**config.mk**
```make
export PLATFORM = sky130hd
export DESIGN_NAME = mem_wb_stage
export DESIGN_NICKNAME = d
export VERILOG_FILES = /design/src/rtl/pipeline_pkg.sv /design/src/rtl/ld_format.sv /design/src/rtl/mem_wb_stage.sv
export SDC_FILE = /design/constraint.sdc
export NUM_CORES = 1
export LEC_CHECK = 0
export CAP_MARGIN = 20
export CORE_ASPECT_RATIO = 1.2
export CORE_MARGIN = 1
export CORE_UTILIZATION = 31
export DETAILED_ROUTE_END_ITERATION = 8
export PLACE_DENSITY_LB_ADDON = 0.15
export SKIP_LAST_GASP = 1
export SLEW_MARGIN = 20
export SYNTH_ARGS = -nofsm -noshare
export SYNTH_HDL_FRONTEND = slang
export SYNTH_SLANG_ARGS = --single-unit
```
**constraint.sdc**
```tcl
create_clock -name i_clk -period 1.2 [get_ports i_clk]
set_input_delay 0.3 -clock i_clk [delete_from_list [all_inputs] [get_ports i_clk]]
set_output_delay 0.3 -clock i_clk [all_outputs]
set_load 0.005 [all_outputs]
```
**src/rtl/pipeline_pkg.sv**
```systemverilog
// Shared pipeline types: write-back select encoding, load func3 codes and default width.
package pipeline_pkg;

   localparam int XLEN_DEFAULT = 32;

   typedef enum logic [1:0] {
      WB_ALU  = 2'd0,
      WB_LOAD = 2'd1,
      WB_PC4  = 2'd2
   } wb_sel_e;

   localparam logic [2:0] F3_LB  = 3'b000;
   localparam logic [2:0] F3_LH  = 3'b001;
   localparam logic [2:0] F3_LW  = 3'b010;
   localparam logic [2:0] F3_LBU = 3'b100;
   localparam logic [2:0] F3_LHU = 3'b101;

endpackage

```
**src/rtl/ld_format.sv**
```systemverilog
// Combinational load formatter: picks the byte/halfword out of the aligned load word
// and sign- or zero-extends it; flags misaligned halfword/word accesses.
module ld_format
   import pipeline_pkg::*;
#(
   parameter int XLEN = XLEN_DEFAULT
) (
   input  logic [XLEN-1:0] i_raw,
   input  logic [2:0]      i_func3,
   input  logic [1:0]      i_addr_lo,
   output logic [XLEN-1:0] o_data,
   output logic            o_misalign
);

   logic [XLEN-1:0] w_byte_sh;
   logic [XLEN-1:0] w_half_sh;
   logic [7:0]      w_byte;
   logic [15:0]     w_half;

   // Halfword lane uses only addr_lo[1]; addr_lo[0] is deliberately ignored.
   assign w_byte_sh = i_raw >> {i_addr_lo, 3'b000};
   assign w_half_sh = i_raw >> {i_addr_lo[1], 4'b0000};
   assign w_byte    = w_byte_sh[7:0];
   assign w_half    = w_half_sh[15:0];

   always_comb begin
      o_data     = '0;
      o_misalign = 1'b0;
      case (i_func3)
         F3_LB:  o_data = {{(XLEN-8){w_byte[7]}}, w_byte};
         F3_LBU: o_data = {{(XLEN-8){1'b0}}, w_byte};
         F3_LH: begin
            o_data     = {{(XLEN-16){w_half[15]}}, w_half};
            o_misalign = (i_addr_lo == 2'd3);
         end
         F3_LHU: begin
            o_data     = {{(XLEN-16){1'b0}}, w_half};
            o_misalign = (i_addr_lo == 2'd3);
         end
         F3_LW: begin
            o_data     = i_raw;
            o_misalign = (i_addr_lo != 2'd0);
         end
         default: begin
            o_data     = '0;
            o_misalign = 1'b0;
         end
      endcase
   end

endmodule

```
**src/rtl/mem_wb_stage.sv**
```systemverilog
// MEM/WB pipeline register: load formatting, write-back select, rd write-enable gating,
// stall/flush handling. Optional retire counter enabled by macro RETIRE_CNT_EN.
module mem_wb_stage
   import pipeline_pkg::*;
#(
   parameter int              XLEN   = XLEN_DEFAULT,
   parameter logic [XLEN-1:0] RST_PC = '0
) (
   input  logic            i_clk,
   input  logic            i_reset,
   input  logic            i_valid,
   input  logic            i_stall,
   input  logic            i_flush,
   input  logic [XLEN-1:0] i_pc,
   input  logic [4:0]      i_rd_addr,
   input  logic            i_rd_wren,
   input  logic [1:0]      i_wb_sel,
   input  logic [XLEN-1:0] i_alu_data,
   input  logic [XLEN-1:0] i_ld_raw,
   input  logic [2:0]      i_func3,
   input  logic [1:0]      i_addr_lo,
   output logic            o_valid,
   output logic [XLEN-1:0] o_pc,
   output logic [4:0]      o_rd_addr,
   output logic            o_rd_wren,
   output logic [XLEN-1:0] o_wb_data,
   output logic            o_ld_misalign
`ifdef RETIRE_CNT_EN
   ,
   output logic [63:0]     o_retire_cnt
`endif
);

   logic [XLEN-1:0] w_ld_data;
   logic            w_ld_misalign;
   logic [XLEN-1:0] w_wb_data;
   logic            w_misalign;
   logic            w_rd_wren;
   logic            w_capture;

   logic            r_valid;
   logic [XLEN-1:0] r_pc;
   logic [4:0]      r_rd_addr;
   logic            r_rd_wren;
   logic [XLEN-1:0] r_wb_data;
   logic            r_ld_misalign;

   ld_format #(.XLEN(XLEN)) u_ld_format (
      .i_raw      (i_ld_raw),
      .i_func3    (i_func3),
      .i_addr_lo  (i_addr_lo),
      .o_data     (w_ld_data),
      .o_misalign (w_ld_misalign)
   );

   always_comb begin
      w_wb_data = '0;
      case (i_wb_sel)
         WB_ALU:  w_wb_data = i_alu_data;
         WB_LOAD: w_wb_data = w_ld_data;
         WB_PC4:  w_wb_data = i_pc + XLEN'(4);
         default: w_wb_data = '0;
      endcase
   end

   // Misalign is only meaningful for loads; x0 writes never reach the regfile.
   assign w_misalign = (i_wb_sel == WB_LOAD) && w_ld_misalign;
   assign w_rd_wren  = i_valid && i_rd_wren && (i_rd_addr != 5'd0);
   assign w_capture  = !i_flush && !i_stall;

   always_ff @(posedge i_clk or negedge i_reset) begin
      if (!i_reset) begin
         r_valid       <= 1'b0;
         r_pc          <= RST_PC;
         r_rd_addr     <= '0;
         r_rd_wren     <= 1'b0;
         r_wb_data     <= '0;
         r_ld_misalign <= 1'b0;
      end else if (i_flush) begin
         r_valid       <= 1'b0;
         r_pc          <= '0;
         r_rd_addr     <= '0;
         r_rd_wren     <= 1'b0;
         r_wb_data     <= '0;
         r_ld_misalign <= 1'b0;
      end else if (!i_stall) begin
         r_valid       <= i_valid;
         r_pc          <= i_pc;
         r_rd_addr     <= i_rd_addr;
         r_rd_wren     <= w_rd_wren;
         r_wb_data     <= w_wb_data;
         r_ld_misalign <= w_misalign;
      end
   end

   assign o_valid       = r_valid;
   assign o_pc          = r_pc;
   assign o_rd_addr     = r_rd_addr;
   assign o_rd_wren     = r_rd_wren;
   assign o_wb_data     = r_wb_data;
   assign o_ld_misalign = r_ld_misalign;

`ifdef RETIRE_CNT_EN
   logic [63:0] r_retire_cnt;

   always_ff @(posedge i_clk or negedge i_reset) begin
      if (!i_reset) begin
         r_retire_cnt <= '0;
      end else if (w_capture && i_valid) begin
         r_retire_cnt <= r_retire_cnt + 64'd1;
      end
   end

   assign o_retire_cnt = r_retire_cnt;
`else
   logic w_unused;
   assign w_unused = w_capture;
`endif

endmodule

```
## Word level (Yosys, flattened, before mapping)

Cells that the tools add are included.

- Register bits after elaboration: 72
- Input bits: 114
- Output and inout port bits: 72

- Add/sub/neg operators: 1
- Muxes and demuxes: 15
- Shift operators: 2
- Reductions and logical operators: 8
- Eq/ne operators: 8

Operators by type and width:

| operator | number |
|---|---|
| 32-bit one-hot mux with 5 select lines | 1 |
| 32-bit 2-to-1 mux | 4 |
| 32-bit one-hot mux with 3 select lines | 1 |
| 32-bit by 3-bit adder with 32-bit output (second input constant) | 1 |
| 32-bit by 5-bit right shift with 16-bit output | 1 |
| 32-bit by 5-bit right shift with 8-bit output | 1 |
| 5-bit 2-to-1 mux | 2 |
| 3-bit equality test (second input constant) | 2 |
| 1-bit 2-to-1 mux | 6 |
| 5-bit nonzero test | 1 |
| 2-bit equality test (second input constant) | 2 |
| 3-bit by 1-bit equality test with 1-bit output (second input constant) | 1 |
| 3-bit by 2-bit equality test with 1-bit output (second input constant) | 1 |
| 1-bit logical AND | 3 |
| 3-bit logical NOT | 1 |
| 2-bit by 1-bit equality test with 1-bit output (second input constant) | 1 |
| 2-bit logical NOT | 1 |
| 2-bit by 1-bit != test with 1-bit output (second input constant) | 1 |
| 1-bit one-hot mux with 2 select lines | 1 |
| 2-bit nonzero test | 1 |
| 2-bit OR reduction | 1 |

## Logic depth before layout (Yosys ltp)

Gate-level depths: netlist of the first run.

- Depth in word-level cells: 6
- Gate-level depth with buffers: 8

## Cells and area by module

A second synthesis of the first run with hierarchy kept.

- Cell total of the unflattened synthesis: 509
- Area total of the unflattened synthesis: 4909.7 um^2

Modules (own cells, without submodules):

| module | area each (um^2) | cells an instance | instances | sequential area each (um^2) |
|---|---|---|---|---|
| mem_wb_stage | 3957.5 | 394 | 1 | 1801.7 |
| ld_format | 952.2 | 115 | 1 | 0.0 |

## Worst setup path before layout of the first run

No wires, ideal clock.

- Path type: input -> register
- From: input i_addr_lo[1]
- To: register r_wb_data[17], in the netlist o_wb_data[17]
- Slack: -675 ps
- Arrival time: 1751 ps
- Required time: 1076 ps
- Setup time: 124 ps
- Buffers on the path: 1
- Cell stages on the path: 6
- Cells stage by stage: buf_2 mux4_2 a22oi_1 a2bb2oi_1 nor2_1 a211o_1

- Cells in the longest elaborated chain, start to end: 5
- Elaborated cells between the ends (all ways): 6
- Classes of those cells: 2 x shift; 4 x mux

Ends and longest elaborated chain:

| element | RTL line | RTL |
|---|---|---|
| start: declaration | mem_wb_stage.sv:21 | `input logic [1:0] i_addr_lo,` |
| 32-bit by 5-bit right shift with 16-bit output or 32-bit by 5-bit right shift with 8-bit output (tied branches) | ld_format.sv:22, ld_format.sv:21 |  |
| 32-bit one-hot mux with 5 select lines (*) | ld_format.sv:29 | `case (i_func3)` |
| 32-bit one-hot mux with 3 select lines (*) | mem_wb_stage.sv:58 | `case (i_wb_sel)` |
| 32-bit 2-to-1 mux (*) | mem_wb_stage.sv:86 | `end else if (!i_stall) begin` |
| 32-bit 2-to-1 mux (*) | mem_wb_stage.sv:79 | `end else if (i_flush) begin` |
| end signal: assignment | mem_wb_stage.sv:91 | `r_wb_data <= w_wb_data;` |
| end: declaration | mem_wb_stage.sv:45 | `logic [XLEN-1:0] r_wb_data;` |

Every way passes the cells marked *; elsewhere a longest branch is shown, timed or not. The select of a mux whose other input is x is not followed.
A chain may end at the register's enable or synchronous reset.

## Worst setup path in the final report of the first run

- From: input i_pc[3]
- To: register r_wb_data[20], in the netlist o_wb_data[20]

- Cells in the longest elaborated chain, start to end: 4

Ends and longest elaborated chain:

| element | RTL line | RTL |
|---|---|---|
| start: declaration | mem_wb_stage.sv:14 | `input logic [XLEN-1:0] i_pc,` |
| 32-bit by 3-bit adder with 32-bit output | mem_wb_stage.sv:61 | `WB_PC4: w_wb_data = i_pc + XLEN'(4);` |
| 32-bit one-hot mux with 3 select lines | mem_wb_stage.sv:58 |  |
| 32-bit 2-to-1 mux | mem_wb_stage.sv:86 |  |
| 32-bit 2-to-1 mux | mem_wb_stage.sv:79 |  |

Every way passes these cells. The select of a mux whose other input is x is not followed.

==> results.md, run 1 <==
Final layout:
- The synthesis-to-finish area growth is 84.69%.
- The repair_antennas step left the layout with diodes totalling 0.
- The utilization after layout is 59.00%.
- In the final layout, the share of cells above drive strength 1 is approximately 45%.
- The net count of the finished layout is between 900 and 1000.

Logic synthesis:
- The adder-cell area share of the yosys netlist is 0.2834%.
- During synthesis, Yosys emitted a total of 0 warnings.
- The fraction of post-synthesis cell area in the top cell type by area is 40.82%.
- The number of nets produced by synthesis is 594.
- The synthesized netlist devotes between 20% and 30% of its cell area to compound gates.
- The total of flip-flops plus latches after synthesis is 72.
- The number of flops mapped to enable cells by yosys is 0.
- The async set-or-reset flop fraction in the synthesized netlist is 100.0%.
- Of the post-synthesis cell area, the part taken by muxes is 11.31%.
- The number of distinct library cells after synthesis is 53.
- The mapped netlist covers 0.004414 mm².
- After synthesis, the largest family of logic cells by area is compound AO/OA/AOI/OAI gates.
- The share of the synthesized netlist area taken by xor and xnor gates is 2.579%.
- The library cell with the largest summed area after synthesis is dfrtp_1.
- The dominant synthesized flop cell is dfrtp_1.
- The number of standard cells after synthesis is 479.
- The mean area per synthesized cell is 9.216 µm².
- After synthesis, flip-flops and latches occupy around 40% of the total area.
- Summing the areas of all and, or, nand and nor instances in the mapped netlist gives 16.78% of the synthesized area.
- Ranked by total cell area, the synthesized netlist is headed by dfrtp_1 41%, mux2i_1 9.5%, nor2_1 5.3%, a21oi_1 4.4%, a222oi_1 3.2%.

Power and ir drop:
- The proportion of power drawn by flip-flops and latches is about a third.
- The share of total power dissipated in the clock network is 39.4%.
- In this run the static leakage power is 0.003838 µW.
- The internal power of the cells totals approximately 5400 µW.
- The worst vdd rail ir drop is about 540 µV.
- In this run the power spent charging and discharging nets is around 2000 µW.
- The switching power share of the total is 26.90%.
- The share of power burned in combinational logic is 25.4%.
- Power spread over the standard cell area amounts to 913.0 mW/mm².

Critical path:
- The critical path startpoint category is a primary input.
- The required time at the worst-slack endpoint is 1.40 ns.
- The number of buffers and inverters on the critical path is 2.
- The signal arrival time at the worst endpoint is 1.89 ns.
- The worst reg2reg path depth is 4.
- For this design, the slowest cell found on the critical path is or4_4.
- The start of the worst register-to-register path is o_wb_data[23].
- STA classifies the critical path endpoint as a flip-flop.
- The number of stages on the worst setup path is 8.
- The peak fanout along the critical path is 6.
- The kind of critical path is primary input to flip-flop.
- The launching element of the worst setup path is i_pc[3].
- The cell family contributing the most delay on the critical path is simple AND/OR/NAND/NOR gates.
- The signal on the critical path passes through buf_8 -> ha_4 -> nand2_4 -> or4_4 -> buf_12 -> o31a_1 -> o21ai_2 -> a31oi_1.
- On the worst path, the slowest cell contributes a delay of 0.56 ns.

Min path:
- The number of instances on the worst hold path is 3.
- The path class of the lowest-slack min-delay path is primary input to flip-flop.
- The hold path startpoint is i_rd_addr[2].

Floorplan:
- 186 I/O pins were placed.
- The core region area is 0.01382 mm².
- The horizontal extent of the die is ~110 µm.
- The effective utilization at floorplan is 31.94%.
- The die covers around 0.015 mm².
- The die outline height is 132.7 µm.
- The cell row count is 47.

Route:
- The number of detailed-routing iterations run before antenna repair is 6.
- The detailed router finished its first iteration with around 320 violations.
- Wires add up to ~19000 µm.
- Using the TritonRoute via totals, the vias-per-cell ratio works out to 5.482.
- The number of DRC violations after detailed routing is 0.
- The post-route antenna net violation count is 0.
- The vias after detailed routing is 5356.
- The wire length per cell after detailed routing is 19.80 µm.

Global route:
- The number of global-route vias before repair is 5509.
- The first-pass GRT wire length is 30050 µm.
- Entering global routing, the biggest net connects 40 pins.
- After global routing the overflow that remains totals 0.
- The number of antenna violations at the first check in global routing is 0.
- The total routing resource utilization after global routing is 26.08%.

Placed design:
- The congestion estimate from routability-driven global placement came to 0.8685.
- Port buffering added ~190 buffers.
- Summed over all nets, the half-perimeter wirelength after detailed placement is between 10000 and 15000 µm.
- The pre-CTS setup slack is -1.258 ns.

Clock network:
- The clock passes through at most 2 buffers.
- Clock tree synthesis selected as its root buffer the cell clkbuf_16.
- The clock tree from TritonCTS is built.
- The number of clock buffers inserted by TritonCTS is 9.
- The clock sink count is a little over 70.
- Clock latency on the worst-skew pair, taken at its later pin, is around 0.33 ns.
- The clock transition at the register clock pins on the worst setup and hold paths after CTS is 0.06 ns.
- The H-tree depth reported by CTS is 3.

STA:
- The shortest clock period the worst path allows after layout is 1.687 ns.
- The worst-margin pin slew is between 0.5 and 0.6 ns.
- Of the available clock period, the critical path in the final layout requires 140.5%.
- The max-slew violation count is 0.
- Setup repair after global routing could not meet its margin everywhere.
- Clock skew on the completed layout was measured at 0 ns.
- The maximum operating frequency is 592.9 MHz.
- Setup violations remaining at the end of the flow were counted as 27.
- The worst hold slack is 0.2414 ns.
- The worst slew margin relative to its limit is 64.39%.
- The slack of the critical path is -0.4865 ns.
- The hold violation total from the final report is 0.

Run status:
- The checks that failed: negative setup slack.
- The run finished, with violations left.

Flow run:
- The count of max-cap constraint violations is 0.
==> per-layer routing <==
metal	track usage (%)	part of all wire, %
met5	0	0
met2	48.17	53
met3	4.627	5.8
met1	31.04	39
met4	6.444	2.1
==> through the flow <==
step           area (µm²)  TNS (ns)  total power (µW)  instances
4_1_cts              7924    -7.722              7407        969
6_report             8153    -8.131              7443        977
5_1_grt              8153    -9.172              7770        977
3_3_place_gp         7401    -40.18              4458        911
2_1_floorplan        4705    -14.02              3285        479
3_5_place_dp         7401    -41.14              4474        911
==> cells by family after synthesis <==
kind of cell | after synthesis
AOI/OAI and AO/OA | 149
and+or+nand+nor | 151
adders and majority gates | 1
xor gates and xnor gates | 13
muxes | 46
DFF | 72
buffers and inverters | 47
==> layout make-up <==
type,instances,area (µm²)
Multi-Input combinational cell,363,2939
Timing Repair Buffer,347,2846
Clock inverter,5,78.83
Clock buffer,11,242.7
Inverter,8,30.03
Tap cell,171,214.0
Sequential cell,72,1802
Fill cell,1257,5667
==> cells in the mapped netlist, types with 2 or more instances <==
master	number
a211o_1	3
a211oi_1	7
a21o_1	3
a21oi_1	39
a221o_1	8
a221oi_1	5
a222oi_1	14
a22oi_1	11
a31oi_1	14
and4_1	2
buf_1	6
buf_2	8
buf_6	2
clkbuf_1	23
dfrtp_1	72
inv_1	8
mux2i_1	42
mux4_2	3
nand2_1	29
nand2b_1	3
nand3_1	9
nand3b_1	2
nand4_1	5
nor2_1	62
nor2b_1	3
nor3_1	10
nor4_1	11
o21a_1	2
o21ai_0	8
o21ai_1	13
o221ai_1	4
o31a_1	11
or3_1	4
or4_1	3
xnor2_1	10
xor2_1	3
==> worst min-delay path: stages <==
cell and delay, ns:
clkbuf_2 0.08, mux2i_1 0.06, nor2_1 0.09
==> registers in the layout (all words and copies together) (netlist names) <==
register / flops
o_ld_misalign: 1
o_pc: 32
o_rd_addr: 5
o_rd_wren: 1
o_valid: 1
o_wb_data: 32
==> power groups by stage <==
stage	registers (µW)	logic, µW	clock network (µW)
after detailed placement	2670	1800	0
after global routing	2630	2030	3110
after CTS	2620	1800	2990
final	2620	1890	2930
after global placement	2670	1790	0
after floorplan	2670	616	0
==> path summary, 6_finish.rpt <==
check	to	slack [ns]
min in group asynchronous	o_wb_data[3]	0.37
min	o_rd_addr[2]	0.24
max reg2reg	o_wb_data[23]	0.05
max in group asynchronous	o_pc[17]	0.35
min reg2reg	o_wb_data[6]	0.50
max	o_wb_data[20]	-0.49
==> layout by cell type (no fill, tap or decap), types with 8 or more instances in the layout <==
cell type        count
buf_4              143
buf_2               80
dfrtp_1             72
clkdlybuf4s50_1     60
nor2_1              59
mux2i_1             42
a21oi_1             33
buf_6               26
nand2_1             23
dlygate4sd2_1       15
a222oi_1            14
a31oi_1             14
o31a_1              11
o21ai_1             11
buf_12              10
xnor2_1              9
clkbuf_16            9
a221o_1              8
==> repair_timing <==
item                       CTS  global route
hold endpoints to repair    10             0
gates resized for setup    501            60
setup endpoints to repair  106            39
setup buffers               39             9
hold buffers                 1             0
pin swaps                   52            43
cloned                       4             0
Note: power is estimated with default switching activity, not from simulation.
==> run 2, diff against run 1 <==
CORE_ASPECT_RATIO = 0.6   (was 1.2)
CORE_UTILIZATION = 43   (was 31)
==> run 2 against run 1 <==
Against the previous run:
- fmax is 2.0% lower
- largest cell class is now non-clock buffers
- largest power group unchanged
- critical endpoint is now o_wb_data[15]
- sequential share of layout area is 0.12 points lower
- first-iteration DRC count is 99% higher
- the flow still finishes with violations (negative setup slack)
==> results.md, run 2 (synthesis results as in run 1) <==
Clock network:
- The clock sink count is 72.
- For the worst-skew pair, the clock arrives at the later sink with an insertion delay of 0.34 ns.
- The clock transition at the register clock pins on the worst setup and hold paths after CTS is 0.06 ns.
- The root buffer cell chosen for the clock tree is clkbuf_16.
- The clock tree from TritonCTS is built.
- The longest clock path from root to sink contains 2 buffers.
- The number of clock buffers inserted by TritonCTS is 9.
- The H-tree generated during clock tree synthesis spans 3 levels.

Critical path:
- The critical path ends at o_wb_data[15].
- The number of buffers and inverters on the critical path is 2.
- In this run the worst setup path begins at i_pc[11].
- The worst reg2reg path depth is 3.
- The number of stages on the worst setup path is 7.
- The setup check on the worst reg-to-reg path leaves a slack of -0.21 ns.
- The slowest stage of the critical path belongs to the cell or4_4.
- STA classifies the critical path startpoint as a primary input.
- The start of the worst register-to-register path is o_wb_data[21].
- Traced cell by cell, the critical path runs through buf_2 -> nand4_1 -> or4_4 -> buf_6 -> or3_1 -> a31oi_1 -> a221o_1.
- For the worst setup path, the data arrival time is 2.00 ns.
- The peak fanout along the critical path is 5.
- The kind of critical path is primary input to flip-flop.
- The worst setup path is captured at a flip-flop.
- The endpoint identified for the worst register-to-register timing path is o_wb_data[21].
- For this run, the slowest stage of the critical path takes 0.53 ns.
- The required time at the worst-slack endpoint is approximately 1.5 ns.
- Among cell families on the critical path, the largest total delay comes from simple AND/OR/NAND/NOR gates.

Global route:
- The number of antenna violations at the first check in global routing is 0.
- The total routing resource utilization after global routing is between 30% and 40%.
- Entering global routing, the biggest net connects 73 pins.
- Summed over all layers, the global routing overflow is 0.
- The number of global-route vias before repair was 5358.
- The first-pass GRT wire length is 29880 µm.

Final layout:
- The most frequent standard cell in the layout excluding fill and tap cells is buf_4.
- The share of post-route cells with drive strength above 1 is 47.56%.
- 0 antenna diodes ended up in the layout.
- Cells fill around 83% of the core in the end.
- The filler-free cell count of the finished design is 955.
- In the layout the commonest cells are 150 x buf_4, 87 x buf_2, 71 x dfrtp_1, 64 x clkdlybuf4s50_1, 59 x nor2_1.
- The number of nets in the layout is 930.
- The synthesis-to-finish area growth is 85.86%.

Power and ir drop:
- The internal power of the cells is 5254 µW.
- The power density over the cells is 912.2 mW/mm².
- Per report_power, the clock group accounts for 38.8% of the total.
- The switching power share of the total is 29.79%.
- The share of power burned in combinational logic is 26.2%.
- The leakage power of the design is 0.003925 µW.
- The proportion of power drawn by flip-flops and latches is 35.0%.
- The analysis attributes to net switching a power of between 2000 and 2500 µW.
- The worst-case IR drop observed on VDD is 832.8 µV.
- The total power draw is 7483 µW.

Route:
- The detail route stage leaves a number of antenna-violating nets equal to 0.
- For this block, the initial DRC count from the detailed router was 641.
- Detailed routing inserted a total of 5752 vias.
- The routed wire length is 21050 µm.
- Dividing the detail-routed wire length by the instance count gives 22.05 µm.
- The number of DRC violations after detailed routing is 0.
- After detailed routing, the number of vias per cell comes to 6.023.
- The number of detailed-routing iterations run before antenna repair is 7.

STA:
- The slack of the critical path is -0.5202 ns.
- Clock skew on the completed layout was measured at 0 ns.
- The share of the cycle needed by the critical path after routing is 143.4%.
- Setup repair after global routing could not meet its margin everywhere.
- The worst hold slack is 0.2073 ns.
- The worst-margin pin slew is a little over 0.6 ns.
- The hold violation total from the final report is 0.
- Setup violations remaining at the end of the flow were counted as 32.
- Static timing analysis puts the maximum clock frequency at about 580 MHz.
- The max-slew violation count came to 0.
- The shortest clock period the worst path allows after layout is 1.720 ns.
- The worst slew margin relative to its limit is 58.50%.

Flow run:
- Across the run, the number of max-cap violations was 0.

Placed design:
- In this run, placement finished with an instance count of 876.
- The number of I/O port buffers is 185.
- The pre-CTS setup slack is -1.283 ns.
- The detailed placer's ending HPWL is roughly 15000 µm.
- The congestion estimate from routability-driven global placement came to 0.9249.

Floorplan:
- Row generation in the floorplan step produced 28 rows.
- The die outline height is 80.48 µm.
- Once the floorplan was initialized, standard cells occupied 44.52% of the core.
- In this run the standard cell core region covers 0.009915 mm².
- In this run the horizontal extent of the chip is approximately 130 µm.
- The full die area is 0.01069 mm².
- The number of I/O pins is 186.

Min path:
- The path class of the tightest hold or removal check is primary input to flip-flop.

Run status:
- The checks that failed: negative setup slack.
- The flow ran to the end, but the final reports show violations.
## run 2: cell count changes in the layout (fill, tap and decap cells not counted), moves of 4 or more
| cell | change |
|---|---|
| clkbuf_2 | +6 |
| clkdlybuf4s50_1 | +4 |
| o21ai_1 | +4 |
| dlygate4sd2_1 | -9 |
| buf_8 | +4 |
| buf_2 | +7 |
| buf_12 | -5 |
| buf_4 | +7 |
## run 2: layout make-up
type                            instances  area, µm²
Timing Repair Buffer                  364       2948
Multi-Input combinational cell        360       2940
Sequential cell                        72       1803
Fill cell                             606       1710
Clock buffer                           10      239.0
Tap cell                              135      168.9
Clock inverter                          6      75.07
Inverter                                8      30.03
## run 2: worst min-delay path by stage
| stage | start | end | slack (ns) | cells after the start |
|---|---|---|---|---|
| floorplan | i_reset | o_ld_misalign | 0.004 | 0 |
| global placement | i_reset | o_pc[24] | 0.34 | 2 |
| detailed placement | i_reset | o_pc[24] | 0.35 | 2 |
| CTS | i_rd_addr[4] | o_rd_addr[4] | 0.21 | 3 |
| global route | i_rd_addr[2] | o_rd_addr[2] | 0.23 | 3 |
| finish | i_rd_addr[4] | o_rd_addr[4] | 0.21 | 3 |
## run 2: power groups by stage
stage / logic [µW] / clock network, µW / registers [µW]
final: 1960 / 2910 / 2620
after floorplan: 616 / 0 / 2670
after global routing: 2060 / 2990 / 2630
after global placement: 1770 / 0 / 2670
after detailed placement: 1810 / 0 / 2670
after CTS: 1820 / 2910 / 2620
## run 2: through the flow
stage                     TNS [ns]  instance area, µm²
after floorplan             -14.02                4705
after global placement      -39.70                7338
after detailed placement    -41.81                7338
after CTS                   -8.960                7775
after global routing        -10.07                8204
final                       -9.119                8204
## run 2: per-layer routing
metal	GRT usage, %	routed length, µm
met4	9.655	327
met1	53.04	9022
met2	53.56	9022
met3	12.31	2681
met5	0	0
## run 2: repair_timing
action                                  in CTS  in global routing
endpoints found under the hold margin       35                  0
gates resized for setup                    475                 84
pin swaps                                   53                 69
hold buffers                                 1                  0
endpoints found under the setup margin     106                 41
setup buffers                               42                 21
cloned                                       1                  2
## run 2: worst register-to-register path, cell delays in order (launching register included)
cell and delay (ns):
dfrtp_1 0.44, buf_4 0.18, a222oi_1 0.48, a31oi_1 0.16
==> run 3, diff against run 2 <==
CORE_ASPECT_RATIO = not set   (was 0.6)
GPL_ROUTABILITY_DRIVEN = 0   (was not set)
==> run 3 against run 2 <==
Against the previous run:
- largest cell class unchanged
- largest power group is now registers
- highest routed layer unchanged
- total power decreased by 9.8%
- sequential share of layout area increased by 0.23 points
- final area decreased by 1.1%
- worst hold slack got worse by 0.033 ns
- utilization decreased by 0.49 points
- the flow still finishes with violations (negative setup slack)
==> results.md, run 3 (synthesis results as in run 1) <==
Clock network:
- The clock sink count is 72.
- The source-to-sink clock delay at the later pin of the worst-skew pair is roughly 0.36 ns.
- The clock tree synthesis step divided the H-tree into 3 levels.
- Clock-pin slew was measured on the worst setup and hold paths at 0.09 ns.
- Counting along the longest clock path gives a buffer depth of 2.
- The cell at the root of the clock tree is clkbuf_8.
- Counting the buffers created by CTS gives 9.
- TritonCTS built the clock tree.

Critical path:
- Measured in cells, the most critical reg-to-reg path has a length of 3.
- Across all register-to-register paths, the minimum setup slack is -0.15 ns.
- The critical path capture point type is a flip-flop.
- Of all nets on the critical path, the largest fanout is 4.
- The critical path is of the primary input to flip-flop type.
- Data on the critical path arrives at its endpoint at 2.03 ns.
- The start of the worst register-to-register path is o_wb_data[20].
- The worst register-to-register path ends at o_wb_data[20].
- The required time at the worst-slack endpoint is 1.46 ns.
- STA classifies the critical path startpoint as a primary input.

Floorplan:
- The core region area is 0.009864 mm².
- In this run the horizontal extent of the chip is 103.3 µm.
- The die outline height is ~100 µm.
- The full die area is 0.01068 mm².
- During I/O placement, the number of pins put on the boundary was 186.
- The cell row count is 36.
- The initial utilization of the core area, before any placement, comes to 44.75%.

STA:
- Once routing completed, OpenROAD measured the worst setup slack at -0.5714 ns.
- The setup violation total in the final timing report is between 40 and 50.
- The shortest clock period the worst path allows after layout is 1.771 ns.
- The maximum operating frequency is ~560 MHz.
- The hold violation total from the final report is 0.
- The max-slew violation count is 0.
- For the pin with the worst max-slew slack, the measured transition is 0.5874 ns.
- In this run the tightest slew margin relative to its limit is 60.84%.
- The share of the cycle needed by the critical path after routing is 147.6%.
- The clock skew is 0 ns.
- Setup repair after global routing could not meet its margin everywhere.

Route:
- In this run the remaining antenna-violating nets after routing total 0.
- The number of DRC violations after detailed routing is 0.
- The highest layer touched by signal routing is met4.
- The routed design has 20650 µm of wire.
- Summing over every cut layer, the via total after detailed routing is 5873.
- The met2 layer wire length in the routed design is 9838 µm.
- The number of detailed-routing iterations run before antenna repair is 8.
- The routed length on met1 is about 7500 µm.
- The violation count after the first detailed-route iteration is 526.
- The wire length per cell after detailed routing is 21.42 µm.
- The via count normalized by instance count is 6.092.
- Wire segments on met3 add up to roughly 1800 µm in the final route.

Min path:
- The path class of the lowest-slack min-delay path is primary input to flip-flop.
- The worst hold path endpoint is o_rd_addr[1].
- The number of instances on the worst hold path is 3.
- The worst hold path begins at i_rd_addr[1].

Final layout:
- Of the cells placed in the final design, the portion with a size suffix greater than 1 is 47.05%.
- The library cells used most frequently in the layout, excluding fill and tap cells, are 163 x buf_4, 86 x buf_2, 72 x clkdlybuf4s50_1, 72 x dfrtp_1, 58 x nor2_1.
- The count of cells in the finished layout, fillers not included, comes to 964.
- The synthesis-to-finish area growth is 83.82%.
- After the last flow step, the layout net total stands at 941.
- The number of antenna diodes in the final layout is 0.
- The most frequent standard cell in the layout excluding fill and tap cells is buf_4.
- The filler cell count is around 560.

Placed design:
- The detailed placer's ending HPWL is 12980 µm.
- The number of I/O port buffers is 185.
- Once placement completed, the tool counted placed cells totaling 880.

Power and ir drop:
- The switching power share of the total is 30.96%.
- In this run, flip-flops and latches consume 38.7% of the power.
- The worst vdd rail ir drop is ~570 µV.
- Power spread over the standard cell area amounts to roughly 830 mW/mm².
- For this design the static power due to leakage is 0.003890 µW.
- The share of power burned in combinational logic is a little under 30%.
- The internal power of the cells totals 4662 µW.
- Power comes to roughly 6800 µW.
- In this run the power spent charging and discharging nets is 2090 µW.
- The clock network accounts for roughly 32% of the total power.

Global route:
- The number of antenna violations at the first check in global routing is 0.
- The global-route congestion overflow total is 0.
- The total routing resource utilization after global routing is a little over a third.
- The pin count of the biggest net entering global routing is 73.
- The first-pass GRT wire length is slightly below 30000 µm.
- The number of global-route vias before repair is 5740.

Run status:
- The checks that failed: negative setup slack.
- The flow ran to the end, but the final reports show violations.

Flow run:
- Max-cap violations in this run came to 0.
-- run 3: cell types whose count changed in the layout (fill, tap and decap cells not counted), sizes merged, moves of 2 or more --
cell | before | now
buf | 276 | 286
clkdlybuf4s50 | 64 | 72
dlymetal6s2s | 4 | 0
clkbuf | 20 | 17
dlygate4sd2 | 6 | 4
inv | 11 | 9
-- run 3: area by class of cell --
cell class / instances / area, µm² / share of cell area (%)
clock buffers: 11 / 151.4 / 1.866
well taps: 133 / 166.4 / 2.051
repair buffers: 373 / 3002 / 36.99
inverters: 8 / 30.03 / 0.3701
flip-flops and latches: 72 / 1802 / 22.21
clock inverters: 5 / 62.56 / 0.7710
multi-input cells: 362 / 2900 / 35.74
-- run 3: worst max-delay path by stage --
stage / startpoint / endpoint / depth (start not counted) / slack [ns]
global placement: i_pc[3] / o_wb_data[17] / 7 / -1.19
CTS: i_pc[3] / o_wb_data[28] / 9 / -0.51
finish: i_pc[3] / o_wb_data[18] / 8 / -0.57
global route: i_pc[10] / o_wb_data[29] / 8 / -0.61
floorplan: i_pc[10] / o_wb_data[18] / 6 / -0.60
detailed placement: i_pc[3] / o_wb_data[17] / 7 / -1.23
-- run 3: power by group through the flow --
stage | Sequential (µW) | Clock [µW] | Combinational, µW
finish | 2620 | 2160 | 1980
global route | 2630 | 2280 | 2090
CTS | 2610 | 2130 | 1810
detailed placement | 2670 | 0 | 1780
global placement | 2660 | 0 | 1750
floorplan | 2670 | 0 | 616
-- run 3: routing by layer --
layer,vias to the layer above,track usage [%]
met5,-,0
met4,0,23.94
met3,127,7.863
met2,434,60.05
met1,2778,43.09
li1,2534,-
-- run 3: worst max-delay path: stages --
cell     delay (ns)
buf_8          0.08
ha_4           0.14
nand2_4        0.05
or4_4          0.55
buf_6          0.15
o31ai_1        0.26
a31oi_1        0.15
a221o_1        0.34
-- run 3: timing repair --
action | in CTS | in global routing
cloned | 4 | 0
hold endpoints to repair | 72 | 0
gates resized for setup | 465 | 56
setup endpoints to repair | 106 | 100
buffers inserted | 41 | 22
pin swaps | 51 | 57
hold buffers | 1 | 0
-- run 3: through the flow --
stage	hold slack, ns	setup WS (ns)	area (µm²)	TNS [ns]	utilization [%]
6_report	0.1739	-0.5714	8114	-9.840	82.26
2_1_floorplan	0.004409	-0.6023	4705	-14.02	-
3_5_place_dp	0.3441	-1.230	7368	-41.14	74.70
5_1_grt	0.2086	-0.6137	8114	-11.64	82.26
3_3_place_gp	0.3411	-1.191	7368	-39.12	74.70
4_1_cts	0.1966	-0.5116	7818	-8.791	79.25
